===== src/rtl/max_stream_packer.sv =====
// Packs the decimated peak byte stream little-endian into 32-bit words, appends a
// tagged trailer per sync line and buffers everything in a first-word-fall-through FIFO.
module max_stream_packer #(
    parameter int         FIFO_DEPTH  = 16,
    parameter logic [7:0] TRAILER_TAG = 8'hA5
) (
    input  logic        sysclk,
    input  logic        rst,
    input  logic        sync_n,
    input  logic [7:0]  data_in,
    input  logic        data_valid,
    output logic [31:0] out_data,
    output logic        out_last,
    output logic        out_valid,
    input  logic        out_ready,
    output logic        ovf
);

    localparam int AW = $clog2(FIFO_DEPTH);
    localparam int CW = AW + 1;

    typedef enum logic [1:0] {
        S_IDLE,
        S_RUN,
        S_FLUSH,
        S_TRAILER
    } state_t;

    state_t      r_state, w_state_next;
    logic        r_sync_d;
    logic [31:0] r_pack, w_pack_next, w_pack_upd;
    logic [1:0]  r_lane, w_lane_next;
    logic [15:0] r_byte_cnt, w_cnt_next;
    logic        r_line_ovf, w_line_ovf_next;
    logic        r_ovf, w_ovf_next;

    logic [32:0]   r_mem [FIFO_DEPTH];
    logic [AW-1:0] r_wr_ptr, r_rd_ptr;
    logic [CW-1:0] r_count;

    logic        w_line_end;
    logic        w_pop;
    logic        w_can_push;
    logic        w_push_req;
    logic        w_push;
    logic [32:0] w_push_word;
    logic [32:0] w_head;

    assign w_line_end = r_sync_d & ~sync_n;
    assign w_pop      = out_valid & out_ready;
    assign w_can_push = (r_count < CW'(FIFO_DEPTH)) | w_pop;
    assign w_push     = w_push_req & w_can_push;

    // Writing lane 0 starts a fresh word, so stale upper lanes are cleared and a
    // flushed partial word always carries zeros above the last byte.
    genvar gi;
    generate
        for (gi = 0; gi < 4; gi++) begin : g_lane
            assign w_pack_upd[gi*8 +: 8] = (r_lane == 2'(gi)) ? data_in :
                                           (r_lane == 2'd0)   ? 8'h00   :
                                                                r_pack[gi*8 +: 8];
        end
    endgenerate

    always_comb begin
        w_state_next    = r_state;
        w_pack_next     = r_pack;
        w_lane_next     = r_lane;
        w_cnt_next      = r_byte_cnt;
        w_line_ovf_next = r_line_ovf;
        w_ovf_next      = r_ovf;
        w_push_req      = 1'b0;
        w_push_word     = '0;

        case (r_state)
            S_IDLE: begin
                if (data_valid) w_ovf_next = 1'b1;
                if (sync_n) begin
                    w_state_next    = S_RUN;
                    w_lane_next     = 2'd0;
                    w_cnt_next      = 16'd0;
                    w_line_ovf_next = 1'b0;
                end
            end
            S_RUN: begin
                if (data_valid) begin
                    w_pack_next = w_pack_upd;
                    w_lane_next = r_lane + 2'd1;
                    w_cnt_next  = (r_byte_cnt != 16'hFFFF) ? r_byte_cnt + 16'd1 : r_byte_cnt;
                    if (r_lane == 2'd3) begin
                        w_push_req  = 1'b1;
                        w_push_word = {1'b0, w_pack_upd};
                        if (!w_can_push) begin
                            w_ovf_next      = 1'b1;
                            w_line_ovf_next = 1'b1;
                        end
                    end
                end
                // Line end is judged on the lane after any byte taken this cycle.
                if (w_line_end) begin
                    w_state_next = (w_lane_next != 2'd0) ? S_FLUSH : S_TRAILER;
                end
            end
            S_FLUSH: begin
                if (data_valid) w_ovf_next = 1'b1;
                w_push_req  = 1'b1;
                w_push_word = {1'b0, r_pack};
                if (!w_can_push) begin
                    w_ovf_next      = 1'b1;
                    w_line_ovf_next = 1'b1;
                end
                w_state_next = S_TRAILER;
            end
            S_TRAILER: begin
                if (data_valid) w_ovf_next = 1'b1;
                w_push_req  = 1'b1;
                w_push_word = {1'b1, TRAILER_TAG, 7'd0, r_line_ovf, r_byte_cnt};
                if (w_can_push) w_state_next = S_IDLE;
            end
            default: w_state_next = S_IDLE;
        endcase
    end

    always_ff @(posedge sysclk) begin
        if (rst) begin
            r_state    <= S_IDLE;
            r_sync_d   <= 1'b0;
            r_pack     <= '0;
            r_lane     <= 2'd0;
            r_byte_cnt <= 16'd0;
            r_line_ovf <= 1'b0;
            r_ovf      <= 1'b0;
        end else begin
            r_state    <= w_state_next;
            r_sync_d   <= sync_n;
            r_pack     <= w_pack_next;
            r_lane     <= w_lane_next;
            r_byte_cnt <= w_cnt_next;
            r_line_ovf <= w_line_ovf_next;
            r_ovf      <= w_ovf_next;
        end
    end

    always_ff @(posedge sysclk) begin
        if (rst) begin
            r_wr_ptr <= '0;
            r_rd_ptr <= '0;
            r_count  <= '0;
        end else begin
            if (w_push) r_wr_ptr <= r_wr_ptr + AW'(1);
            if (w_pop)  r_rd_ptr <= r_rd_ptr + AW'(1);
            if (w_push && !w_pop)      r_count <= r_count + CW'(1);
            else if (!w_push && w_pop) r_count <= r_count - CW'(1);
        end
    end

    // Storage kept free of reset so it maps onto plain RAM.
    always_ff @(posedge sysclk) begin
        if (w_push && !rst) r_mem[r_wr_ptr] <= w_push_word;
    end

    assign w_head    = r_mem[r_rd_ptr];
    assign out_valid = (r_count != '0);
    assign out_data  = out_valid ? w_head[31:0] : 32'd0;
    assign out_last  = out_valid ? w_head[32] : 1'b0;
    assign ovf       = r_ovf;

endmodule

===== config.mk =====
export PLATFORM = sky130hd
export DESIGN_NAME = max_stream_packer
export DESIGN_NICKNAME = d
export VERILOG_FILES = /design/src/rtl/max_stream_packer.sv
export SDC_FILE = /design/constraint.sdc
export NUM_CORES = 1
export LEC_CHECK = 0
export ABC_AREA = 0
export CORE_MARGIN = 4
export CORE_UTILIZATION = 30
export DETAILED_ROUTE_END_ITERATION = 8
export REMOVE_ABC_BUFFERS = 1
export SLEW_MARGIN = 15
export SYNTH_ARGS = -nofsm -noshare
export SYNTH_HDL_FRONTEND = slang
export SYNTH_SLANG_ARGS = --single-unit

===== constraint.sdc =====
create_clock -name sysclk -period 4.4 [get_ports sysclk]
set_clock_uncertainty 0.15 [all_clocks]
set_input_delay 0.88 -clock sysclk [delete_from_list [all_inputs] [get_ports sysclk]]
set_output_delay 0.88 -clock sysclk [all_outputs]
set_load 0.03 [all_outputs]

==> run_summary.xml <==
<?xml version="1.0" encoding="UTF-8"?>
<metrics>
  <group name="clocking">
    <metric name="clock_tree.buffer_depth" unit="">3</metric>
    <metric name="htree_num_levels" unit="">2</metric>
    <metric name="clkSlewWorstSetupHoldPaths" unit="ns">0.06</metric>
    <metric name="cts_post_setup_buffers_inserted" unit="">0</metric>
    <metric name="cts-buffers-inserted" unit="">57</metric>
    <metric name="tritoncts" unit="">yes</metric>
    <metric name="insertion_delay" unit="ns">0.62</metric>
    <metric name="clock_sinks" unit="">600</metric>
    <metric name="clockRootBuffer" unit="">sky130_fd_sc_hd__clkbuf_16</metric>
  </group>
  <group name="floorplan">
    <metric name="io_pins" unit="">48</metric>
    <metric name="die_extent_in_y" unit="um">291</metric>
    <metric name="dieArea" unit="mm^2">0.0849</metric>
    <metric name="initial_core_util" unit="%">30.4</metric>
    <metric name="core-area" unit="mm^2">0.0793</metric>
    <metric name="floorplan.die.width" unit="um">291</metric>
    <metric name="fp-row-count" unit="">103</metric>
  </group>
  <group name="power">
    <metric name="total_power" unit="W">0.0145</metric>
    <metric name="peakVddDrop" unit="mV">0.286</metric>
    <metric name="power.density_cell_area" unit="mW/mm^2">511</metric>
    <metric name="power.leakage" unit="nW">8.52</metric>
  </group>
  <group name="global_route">
    <metric name="grt-ovfl-total" unit="">0</metric>
    <metric name="antenna_found_initial" unit="">6</metric>
    <metric name="first_pass_grt_wire_length" unit="um">86300</metric>
    <metric name="first_global_vias" unit="">13300</metric>
    <metric name="grt_max_degree" unit="">73</metric>
    <metric name="grtUsageTotal" unit="%">13.5</metric>
  </group>
  <group name="synth">
    <metric name="synth_seq_area_share" unit="%">71.8</metric>
    <metric name="post_synth.cell_area_avg" unit="um^2">17.9</metric>
    <metric name="post_synth_num_cell_types" unit="">57</metric>
    <metric name="postSynthCellCount" unit="">1344</metric>
    <metric name="yosysWarningCount" unit="">0</metric>
    <metric name="synth-edff-count" unit="">528</metric>
    <metric name="async_reset_ff_share" unit="%">0</metric>
    <metric name="yosys_register_bits" unit="">600</metric>
    <metric name="synth_top_flop_cell" unit="">sky130_fd_sc_hd__edfxtp_1</metric>
    <metric name="post_synth_instance_area" unit="mm^2">0.0241</metric>
  </group>
  <group name="timing">
    <metric name="timing.fmax" unit="MHz">234</metric>
    <metric name="final.period_utilization" unit="%">97.2</metric>
    <metric name="setup_violations" unit="">0</metric>
    <metric name="final_critical_path_setup_slack" unit="ns">0.123</metric>
    <metric name="final.min_clock_period" unit="ns">4.28</metric>
    <metric name="tightest_slew" unit="ns">0.937</metric>
    <metric name="timing.setup.tns" unit="ns">0</metric>
    <metric name="finalMaxSlewViolations" unit="">0</metric>
    <metric name="finalHoldViolCount" unit="">0</metric>
    <metric name="slew_headroom" unit="%">37.3</metric>
  </group>
  <group name="setup_path">
    <metric name="cp-start-kind" unit="">register</metric>
    <metric name="r2r.worst_path.cells" unit="">12</metric>
    <metric name="worst-endpoint-required" unit="ns">3.37</metric>
    <metric name="r2r_slack" unit="ns">1.23</metric>
    <metric name="reg2reg_from" unit="">r_state[0]</metric>
    <metric name="critical_path_class" unit="">register to primary output</metric>
    <metric name="worst_setup_path_startpoint" unit="">r_count[0]</metric>
    <metric name="timing.rr.end" unit="">r_count[4]</metric>
    <metric name="timing.critical_path.to_type" unit="">primary output</metric>
    <metric name="arrival" unit="ns">3.25</metric>
    <metric name="crit_fanout" unit="">14</metric>
  </group>
  <group name="detailed_routing">
    <metric name="first_pass_iters" unit="">7</metric>
    <metric name="remaining_drc_errors" unit="">0</metric>
    <metric name="via_per_inst" unit="">5.06</metric>
    <metric name="wl" unit="um">58200</metric>
    <metric name="route.vias.total" unit="">12900</metric>
    <metric name="drtAntennaViolNets" unit="">0</metric>
    <metric name="wirelength_per_cell" unit="um">22.8</metric>
    <metric name="drt_first_iter_violations" unit="">1294</metric>
  </group>
  <group name="cells_and_area">
    <metric name="footprint_of_the_multi_input_gates" unit="mm^2">0.00646</metric>
    <metric name="nets" unit="">1484</metric>
    <metric name="layout-drive-gt1-share" unit="%">23.3</metric>
    <metric name="final_util" unit="%">35.8</metric>
    <metric name="leading_cell_type_in_the_layout_fill_and_taps_excluded" unit="">sky130_fd_sc_hd__edfxtp_1</metric>
    <metric name="num-fill-cells" unit="">7309</metric>
    <metric name="final-seq-area" unit="mm^2">0.0173</metric>
    <metric name="layout-area-overhead-vs-synth" unit="%">17.7</metric>
    <metric name="final_cell_mix" unit="">528 x sky130_fd_sc_hd__edfxtp_1, 132 x sky130_fd_sc_hd__mux4_2, 73 x sky130_fd_sc_hd__nand2_1</metric>
  </group>
  <group name="placement">
    <metric name="dpl_worst_slack" unit="ns">0.628</metric>
    <metric name="place.gp.congestion" unit="">0.784</metric>
    <metric name="place_hpwl" unit="um">31800</metric>
    <metric name="io_buffer_count" unit="">47</metric>
  </group>
  <group name="hold_path">
    <metric name="hold_path.class" unit="">register to register</metric>
    <metric name="min-delay-start" unit="">r_pack[28]</metric>
    <metric name="timing.hold.worst_path_depth" unit="">2</metric>
    <metric name="worstHoldEndpoint" unit="">r_pack[28]</metric>
  </group>
  <group name="status">
    <metric name="run_status" unit="">finished clean</metric>
  </group>
  <group name="job">
    <metric name="cap_violations" unit="">0</metric>
  </group>
</metrics>
[final cells by class]
type | count | share of cell area [%]
Tap cell | 1050 | 4.63
Timing Repair Buffer | 129 | 4.76
Multi-Input combinational cell | 648 | 22.8
Sequential cell | 600 | 61.0
Clock buffer | 62 | 5.17
Inverter | 15 | 0.198
Antenna cell | 2 | 0.0176
Clock inverter | 44 | 1.46
[synthesized netlist by cell type (13+ instances only)]
master                     number  area share, %
sky130_fd_sc_hd__a22oi_1       24           0.75
sky130_fd_sc_hd__nand2b_1      16           0.42
sky130_fd_sc_hd__o22ai_1       33           0.86
sky130_fd_sc_hd__buf_2         23           0.48
sky130_fd_sc_hd__clkbuf_1      41           0.64
sky130_fd_sc_hd__dfxtp_1       72            6.0
sky130_fd_sc_hd__ha_1          19           0.99
sky130_fd_sc_hd__mux4_2       132             12
sky130_fd_sc_hd__a21oi_1       52            1.1
sky130_fd_sc_hd__nor2_1        80            1.2
sky130_fd_sc_hd__inv_1         15           0.23
sky130_fd_sc_hd__mux2i_1       70            2.9
sky130_fd_sc_hd__and3_1        13           0.34
sky130_fd_sc_hd__o21ai_0       18           0.37
sky130_fd_sc_hd__edfxtp_1     528             66
sky130_fd_sc_hd__a222oi_1      17           0.71
sky130_fd_sc_hd__nand2_1       74            1.2
[critical path, cell delays in order (launching register included)]
cell and delay [ns]:
sky130_fd_sc_hd__dfxtp_1 0.39, sky130_fd_sc_hd__inv_1 0.09, sky130_fd_sc_hd__nand2_1 0.23, sky130_fd_sc_hd__nand2b_2 0.41
sky130_fd_sc_hd__buf_4 0.35, sky130_fd_sc_hd__o22ai_1 0.38, sky130_fd_sc_hd__clkdlybuf4s50_1 0.76
[report_power, final]
group          leakage [nW]  switching [W]  internal [W]
logic                  2.26        0.00190       0.00137
clock network         0.924        0.00211       0.00282
registers              5.33       0.000117       0.00620
total                  8.52        0.00413        0.0104
[how the worst max path moves through the flow]
| stage | slack [ns] | depth (start not counted) | endpoint |
|---|---|---|---|
| after global routing | -0.001 | 6 | out_data[6] |
| after detailed placement | 0.63 | 11 | r_count[4] |
| after global placement | 0.65 | 11 | r_count[4] |
| final | 0.12 | 6 | out_data[23] |
| after CTS | 0.09 | 6 | out_data[6] |
| after floorplan | -3.38 | 3 | out_data[0] |
[metrics by stage]
step / hold WS [ns] / instance area (um^2) / std cells
2_1_floorplan: 0.281 / 23700 / 1263
3_3_place_gp: 0.293 / 26500 / 2442
3_5_place_dp: 0.302 / 26500 / 2442
4_1_cts: 0.312 / 28400 / 2548
5_1_grt: 0.331 / 28400 / 2548
6_report: 0.311 / 28400 / 2550
[what timing repair did]
| item | 4_1_cts | 5_1_grt |
|---|---|---|
| resized for setup | 0 | 2 |
| hold buffers | 0 | 0 |
| endpoints found under the setup margin | 0 | 3 |
[metal layers]
metal | wire length, um | up-vias | global-route usage (%)
li1 | - | 5640 | -
met1 | 25100 | 6779 | 18.1
met3 | 3930 | 88 | 3.04
met5 | 27 | - | 0
met4 | 1310 | 4 | 3.46
met2 | 27900 | 381 | 22.3
[logic make-up (layout without fill, tap and decap cells)]
| kind of cell | count (synthesis) | in the layout | share of synthesized area [%] |
|---|---|---|---|
| simple gates | 237 | 237 | 4.63 |
| compound gates | 172 | 172 | 4.82 |
| buf+inv | 96 | 250 | 1.78 |
| other cells | 0 | 2 | 0 |
| xor+xnor | 8 | 8 | 0.291 |
| mux | 211 | 211 | 15.7 |
| fa+ha+maj | 20 | 20 | 1.07 |
| flops | 600 | 600 | 71.8 |
[registers in the layout, indices dropped and copies added, names as in the netlist, named ones only]
| register | count |
|---|---|
| r_rd_ptr | 4 |
| r_count | 5 |
| r_pack | 32 |
| r_mem | 528 |
| ovf | 1 |
| r_state | 2 |
| r_line_ovf | 1 |
| r_wr_ptr | 4 |
| r_sync_d | 1 |
| r_byte_cnt | 16 |
| r_lane | 2 |
Note: power is estimated with default switching activity, not from simulation.
